===== src/rtl/wb_byte_fifo.sv =====
// Byte FIFO with a valid/ready push port and a strobe/ack read port for the CPU.
// A data read pops one byte. A status read returns the sticky overflow flag and the fill level.
module wb_byte_fifo #(
  parameter int AW = 4
) (
  input  logic       i_clk,
  input  logic       i_rst,
  input  logic       i_wb_sel,
  input  logic       i_wb_stb,
  output logic [9:0] o_wb_rdt,
  output logic       o_wb_ack,
  input  logic [7:0] i_tdata,
  input  logic       i_tvalid,
  output logic       o_tready
);

  localparam int            DEPTH    = 2 ** AW;
  localparam logic [AW:0]   LVL_FULL = {1'b1, {AW{1'b0}}};
  localparam logic [AW:0]   LVL_ONE  = (AW + 1)'(1);
  localparam logic [AW-1:0] PTR_ONE  = AW'(1);

  logic [7:0]    mem_q [DEPTH];
  logic [AW-1:0] rd_ptr_q, rd_ptr_d;
  logic [AW-1:0] wr_ptr_q, wr_ptr_d;
  logic [AW:0]   level_q, level_d;
  logic          ovf_q, ovf_d;
  logic          ack_q, ack_d;
  logic [9:0]    rdt_q, rdt_d;

  logic full, empty, push, pop, accept, status_rd;
  logic [8:0] level_ext;

  always_comb begin
    full      = (level_q == LVL_FULL);
    empty     = (level_q == '0);
    push      = i_tvalid & ~full;
    accept    = i_wb_stb & ~ack_q;
    pop       = accept & i_wb_sel & ~empty;
    status_rd = accept & ~i_wb_sel;
    level_ext = 9'(level_q);

    rd_ptr_d = pop  ? rd_ptr_q + PTR_ONE : rd_ptr_q;
    wr_ptr_d = push ? wr_ptr_q + PTR_ONE : wr_ptr_q;

    level_d = level_q;
    if (push && !pop) begin
      level_d = level_q + LVL_ONE;
    end else if (pop && !push) begin
      level_d = level_q - LVL_ONE;
    end

    // A drop on the same edge as a status read keeps the flag set.
    ovf_d = ovf_q;
    if (i_tvalid && full) begin
      ovf_d = 1'b1;
    end else if (status_rd) begin
      ovf_d = 1'b0;
    end

    ack_d = accept;

    rdt_d = rdt_q;
    if (accept) begin
      if (!i_wb_sel) begin
        rdt_d = {ovf_q, level_ext};
      end else if (!empty) begin
        rdt_d = {2'b01, mem_q[rd_ptr_q]};
      end else begin
        rdt_d = 10'h000;
      end
    end
  end

  always_ff @(posedge i_clk) begin
    if (i_rst) begin
      rd_ptr_q <= '0;
      wr_ptr_q <= '0;
      level_q  <= '0;
      ovf_q    <= 1'b0;
      ack_q    <= 1'b0;
      rdt_q    <= 10'h000;
    end else begin
      rd_ptr_q <= rd_ptr_d;
      wr_ptr_q <= wr_ptr_d;
      level_q  <= level_d;
      ovf_q    <= ovf_d;
      ack_q    <= ack_d;
      rdt_q    <= rdt_d;
    end
  end

  // Storage needs no reset; only slots behind wr_ptr are ever read.
  always_ff @(posedge i_clk) begin
    if (!i_rst && push) begin
      mem_q[wr_ptr_q] <= i_tdata;
    end
  end

  assign o_wb_ack = ack_q;
  assign o_wb_rdt = rdt_q;
  assign o_tready = ~full;

endmodule


===== config.mk =====
export PLATFORM = sky130hd
export DESIGN_NAME = wb_byte_fifo
export DESIGN_NICKNAME = d
export VERILOG_FILES = /design/src/rtl/wb_byte_fifo.sv
export SDC_FILE = /design/constraint.sdc
export NUM_CORES = 1
export LEC_CHECK = 0
export CAP_MARGIN = 0
export CORE_ASPECT_RATIO = 1.25
export CORE_MARGIN = 2
export CORE_UTILIZATION = 50
export DETAILED_ROUTE_END_ITERATION = 8
export GPL_TIMING_DRIVEN = 0
export HOLD_SLACK_MARGIN = 0.02
export PLACE_DENSITY = 0.69
export SETUP_SLACK_MARGIN = 0.15
export SYNTH_ARGS = -nofsm -noshare
export SYNTH_HDL_FRONTEND = slang
export SYNTH_SLANG_ARGS = --single-unit

===== constraint.sdc =====
create_clock -name i_clk -period 4.05 [get_ports i_clk]
set_input_delay 0.405 -clock i_clk [delete_from_list [all_inputs] [get_ports i_clk]]
set_output_delay 0.405 -clock i_clk [all_outputs]
set_load 0.1 [all_outputs]

==> flow_summary.toml, run 1 <==
[status]
status = "finished, final reports clean"

[routing]
drtPass1Iterations = 5
postRouteAntennaNets = 0
via_count = 3231
drtIter0Drc = 222
drt-total-wl_um = 12410
drc_errors = 0
via_per_inst = 5.708
routedWlPerCell_um = 21.92

[global_routing]
grt_overflow = 0
grt_pass1_vias = 3274
use_met2 = 0.3576
grt_pass1_wl_um = 19000
antenna_found_initial = 0
grt_usage = 0.1965
grt_max_degree = 17
gr-usage-met1 = 0.2331
use_met3 = 0.03773
busiest_layer = "met2"

[synth]
yosys.cell_types.count = 37
synth_nets = 369
synthAdderAreaFrac = 0.02103
synth.avg_cell_area_sq_um = 18.23
synthSimpleGateAreaFrac = 0.05377
synth-xor-area-share = 0.01111
synth_top_family_by_area = "multiplexers"
ys_seq_area_frac = 0.7016
synth.mux.area_fraction = 0.1601
ys_ff_latch = 157
synthCells = 346
synthesis.area_sq_um = 6306
synth_compound_area_frac = 0.02778
yosysWarnings = 0

[worst_setup_path]
critPathKind = "reg2reg"
cpPeakStageDelay_ps = 560
worst-r2r-setup-slack_ps = 510
crit_path_cell_trace = "or4_1 > o211ai_1 > buf_2 > ha_1 > inv_1 > ha_1 > a21o_1 > a21oi_1 > mux2i_1 > mux2_2"
cpMostUsedCell = "ha_1"
endpoint_kind = "flop"
worst_ep_arrival_time_ps = 3840
critPathRequiredTime_ps = 4350
worstPathMaxFanout = 10
slowest_stage = "or4_1"
cp-start-kind = "flop"

[final_layout]
final_cell_mix = "128 x edfxtp_1, 43 x nor2_1, 29 x dfxtp_1"
final_nets = 412
multi_input_comb_area_sq_um = 1727
drive_gt1_frac = 0.1493
n_antenna_cell = 0
regArea_sq_um = 4424
layout_commonest_cell = "edfxtp_1"
fillCellCount = 913
area_growth_pct = 15.50

[timing]
tightest_slew_ps = 1041
finalMaxSlewViolations = 0
clock_skew_ps = 7.911
slew-limit-headroom = 0.3032
setup_viol = 0
clock.fmax_mhz = 282.3
grt_setup_unrepaired = "no"
tns_ps = 0
min_period_over_period = 0.8748
hold_viol = 0
final.min_clock_period_ps = 3543
fin_hold_ws_ps = 456.9

[floorplan]
die_h_um = 129.6
io_pins = 25
die_area_sq_um = 13530
core_area_sq_um = 12220
dieWidth_um = 104.4
start_util = 0.5161
rows = 45

[clock_tree]
cts_resized = 0
clock_sinks = 157
postCtsSetupBuffers = 0
cts_buffer_depth = 2
cts_hold_buf = 0
clk_pin_slew_ps = 60
cts-root-buf = "clkbuf_16"
h-tree-depth = 4
cts_tree = "built"
numCtsBuffers = 17
clk_latency_ps = 410

[power_and_ir_drop]
p_leak_nw = 2.375
ir_drop_mv = 0.2702
power-per-cell-area_nw_per_um2 = 527.9

[job]
drv_cap = 0

[placement]
dp_hpwl_um = 7875
portBuffers = 24
place_congestion = 0.7943

[worst_hold_path]
hold_path.class = "reg2reg"
[report_power, final]
group | total, mW | internal (mW) | switching, mW
Combinational | 0.554 | 0.207 | 0.347
Sequential | 1.88 | 1.81 | 0.0620
Clock | 1.42 | 0.827 | 0.589
Total | 3.84 | 2.85 | 0.997
[critical path: cells and delay by family, from the launching register on]
kind | cells | cell delay [ps]
buffers and inverters | 2 | 430
muxes | 2 | 730
adders and majority gates | 2 | 580
DFF | 1 | 350
and+or+nand+nor | 1 | 560
AOI/OAI and AO/OA | 3 | 780
[layout make-up]
| class | count | share of cell area |
|---|---|---|
| multi-input cells | 168 | 0.2371 |
| well taps | 164 | 0.02817 |
| clock inverters | 15 | 0.01460 |
| clock buffers | 17 | 0.05841 |
| repair buffers | 24 | 0.03298 |
| flip-flops and latches | 157 | 0.6075 |
| inverters | 7 | 0.003608 |
| plain buffers | 14 | 0.01769 |
[cell families (layout without fill, tap and decap cells)]
kind of cell | count (synthesis) | after routing
AOI/OAI and AO/OA | 30 | 30
xor gates and xnor gates | 8 | 8
adders and majority gates | 10 | 10
buffers and inverters | 21 | 77
DFF | 157 | 157
muxes | 47 | 47
and+or+nand+nor | 73 | 73
[cell usage after synthesis (all sizes together)]
cell	count	area share
mux4	37	0.14
inv	7	0.0042
buf	6	0.012
nand2b	6	0.0060
a21boi	1	0.0012
o211ai	1	0.0012
or3	3	0.0032
a21o	2	0.0024
ha	9	0.018
nand2	8	0.0048
fa	1	0.0032
clkbuf	8	0.0085
nor2b	1	0.00099
nand3b	1	0.0012
o21ai	6	0.0048
xor2	5	0.0069
and2b	1	0.0014
nor2	43	0.026
nor4	1	0.00099
edfxtp	128	0.61
dfxtp	29	0.092
a21oi	17	0.013
or4	1	0.0012
mux2i	6	0.0095
nor3b	5	0.0060
xnor2	3	0.0042
nand4	1	0.00099
mux2	4	0.0071
a221o	3	0.0048
nand3	2	0.0016
[state kept, by name, indices dropped and copies added (netlist names), named ones only]
| name | count |
|---|---|
| wr_ptr_q | 4 |
| rd_ptr_q | 4 |
| level_q | 5 |
| o_wb_rdt | 10 |
| o_wb_ack | 1 |
| mem_q | 128 |
| ovf_q | 1 |
[stage by stage]
stage               instance area, sq um  setup WS (ps)  instances  power [mW]    util
CTS                                 7283          498.5        566       3.873  0.5961
finish                              7283          507.2        566       3.845  0.5961
global route                        7283          365.9        566       3.996  0.5961
detailed placement                  6751          519.3        534       2.459  0.5526
floorplan                           6306          834.4        346       2.300       -
global placement                    6751          588.5        534       2.439  0.5526
[final timing paths]
path,to,startpoint,depth (start not counted)
max,level_q[4],level_q[0],10
min,o_wb_rdt[8],o_wb_rdt[8],2
max reg2reg,level_q[4],level_q[0],10
min reg2reg,o_wb_rdt[8],o_wb_rdt[8],2
[layer usage]
layer | vias up | wire [um]
met3 | 11 | 552
met4 | 0 | 128
met2 | 95 | 6812
met1 | 1667 | 4915
li1 | 1458 | -
met5 | - | 0
(Power assumes the default switching activity.)
==> run 2, diff against run 1 <==
- SLEW_MARGIN: default -> 20
==> results of run 2 <==
The final DEF is identical to that of run 1; final timing and power are the same.
==> run 3, diff against run 2 <==
- CORE_MARGIN: 2 -> 1
- TNS_END_PERCENT: default -> 5
==> run 3 against run 2 <==
- die area down 3.4%
- flip-flop and latch count unchanged
- global-route usage grew 0.59 points
- critical path type unchanged
- sequential share of layout area is 0.23 points lower
- register-to-register slack improved by 60 ps
- wire length fell by 4.1%
- maximum frequency up 1.8%
- largest cell class unchanged
- critical endpoint unchanged
- worst hold slack better by 7.5 ps
- clock power up 6%
- final cell count is the same
==> flow_summary.toml, run 3 (synthesized netlist as in run 1, its figures left out) <==
[status]
status = "finished, final reports clean"

[worst_setup_path]
critPathKind = "reg2reg"
cpMostUsedCell = "ha_1"
worst-r2r-setup-slack_ps = 570
cp_num_buf_inv = 2
crit_family = "multiplexers"
endpoint_kind = "flop"
crit_path_cell_trace = "or4_1 > o211ai_1 > buf_2 > ha_1 > inv_1 > ha_1 > a21o_1 > a21oi_1 > mux2i_1 > mux2_2"
timing.rr.end = "level_q[4]"
slowest_stage = "or4_1"
cpPeakStageDelay_ps = 560
reg2reg_from = "level_q[0]"
worstPathMaxFanout = 10
cp-start-kind = "flop"
critPathRequiredTime_ps = 4350
rr_worst_depth = 10
worst_ep_arrival_time_ps = 3780

[clock_tree]
cts-root-buf = "clkbuf_16"
cts_buffer_depth = 2
cts_tree = "built"
clk_latency_ps = 420
clk_pin_slew_ps = 60
h-tree-depth = 4
postCtsSetupBuffers = 0
cts_resized = 0
numCtsBuffers = 17
clock_sinks = 157
cts_hold_buf = 0

[final_layout]
final_nets = 412
drive_gt1_frac = 0.1567
n_antenna_cell = 0
fin_cells = 566
area_growth_pct = 15.93
largest_register_ffs = 128
layout_commonest_cell = "edfxtp_1"
finish.utilization = 0.5984
final_cell_mix = "128 x edfxtp_1, 43 x nor2_1, 29 x dfxtp_1"
regMostFlops = "mem_q"

[floorplan]
dieWidth_um = 102.4
die_area_sq_um = 13070
core_area_sq_um = 12220
start_util = 0.5161
rows = 45
io_pins = 25
die_h_um = 127.6

[power_and_ir_drop]
power-per-cell-area_nw_per_um2 = 536.4
ir_drop_mv = 0.2348
p_leak_nw = 2.391

[global_routing]
grt_pass1_wl_um = 18080
grt_overflow = 0
grt_max_degree = 17
antenna_found_initial = 0
grt_pass1_vias = 3186
grt_usage = 0.2024

[timing]
final.min_clock_period_ps = 3479
clock.fmax_mhz = 287.4
tns_ps = 0
min_period_over_period = 0.8590
slew-limit-headroom = 0.2767
clock_skew_ps = 10.17
setup_viol = 0
tightest_slew_ps = 1081
grt_setup_unrepaired = "no"
hold_viol = 0
finalMaxSlewViolations = 0

[routing]
via_per_inst = 5.625
routedWlPerCell_um = 21.02
via_count = 3184
postRouteAntennaNets = 0
drt-total-wl_um = 11900
drtPass1Iterations = 7
drtIter0Drc = 213
drc_errors = 0

[placement]
portBuffers = 24
placed_cells = 534
place_congestion = 0.7265
dp_hpwl_um = 7653

[worst_hold_path]
holdPathEnd = "o_wb_rdt[8]"
holdPathStages = 2
hold_start = "o_wb_rdt[8]"
hold_path.class = "reg2reg"

[job]
drv_cap = 0
[run 3: routing by layer]
layer	global-route usage	vias to the layer above	wire length, um
met3	0.04759	14	475
met5	0	-	0
met2	0.3463	97	6326
met1	0.2435	1621	4918
li1	-	1452	-
met4	0.08403	0	174
[run 3: power breakdown]
part	internal, mW	switching (mW)
sequential	1.81	0.0607
clock	0.898	0.598
combinational	0.208	0.344
total	2.92	1.00
[run 3: layout make-up]
type	count	area (sq um)
clock inverters	13	126.4
plain buffers	14	128.9
multi-input cells	168	1727
flip-flops and latches	157	4424
well taps	164	205.2
repair buffers	24	240.2
inverters	7	26.28
fillers	899	4907
clock buffers	19	432.9
[run 3: worst min-delay path, delay by kind of cell (launching register included)]
kind | cells | cell delay (ps)
DFF | 1 | 310
AOI/OAI and AO/OA | 1 | 50
and+or+nand+nor | 1 | 50
[run 3: how the worst max path moves through the flow]
stage | start | endpoint | cells after the start
finish | level_q[0] | level_q[4] | 10
global route | level_q[0] | level_q[4] | 10
CTS | level_q[0] | level_q[4] | 10
detailed placement | i_tvalid | level_q[4] | 9
global placement | level_q[0] | level_q[4] | 10
floorplan | o_wb_ack | level_q[4] | 10
[run 3: metrics by stage]
step	hold slack (ps)	instance area [sq um]	setup slack (ps)	power, mW
floorplan	445.3	6306	834.4	2.300
global placement	450.8	6751	580.0	2.439
detailed placement	460.0	6751	574.2	2.454
CTS	468.3	7311	558.1	3.942
global route	482.3	7311	406.7	4.056
finish	464.4	7311	571.1	3.921
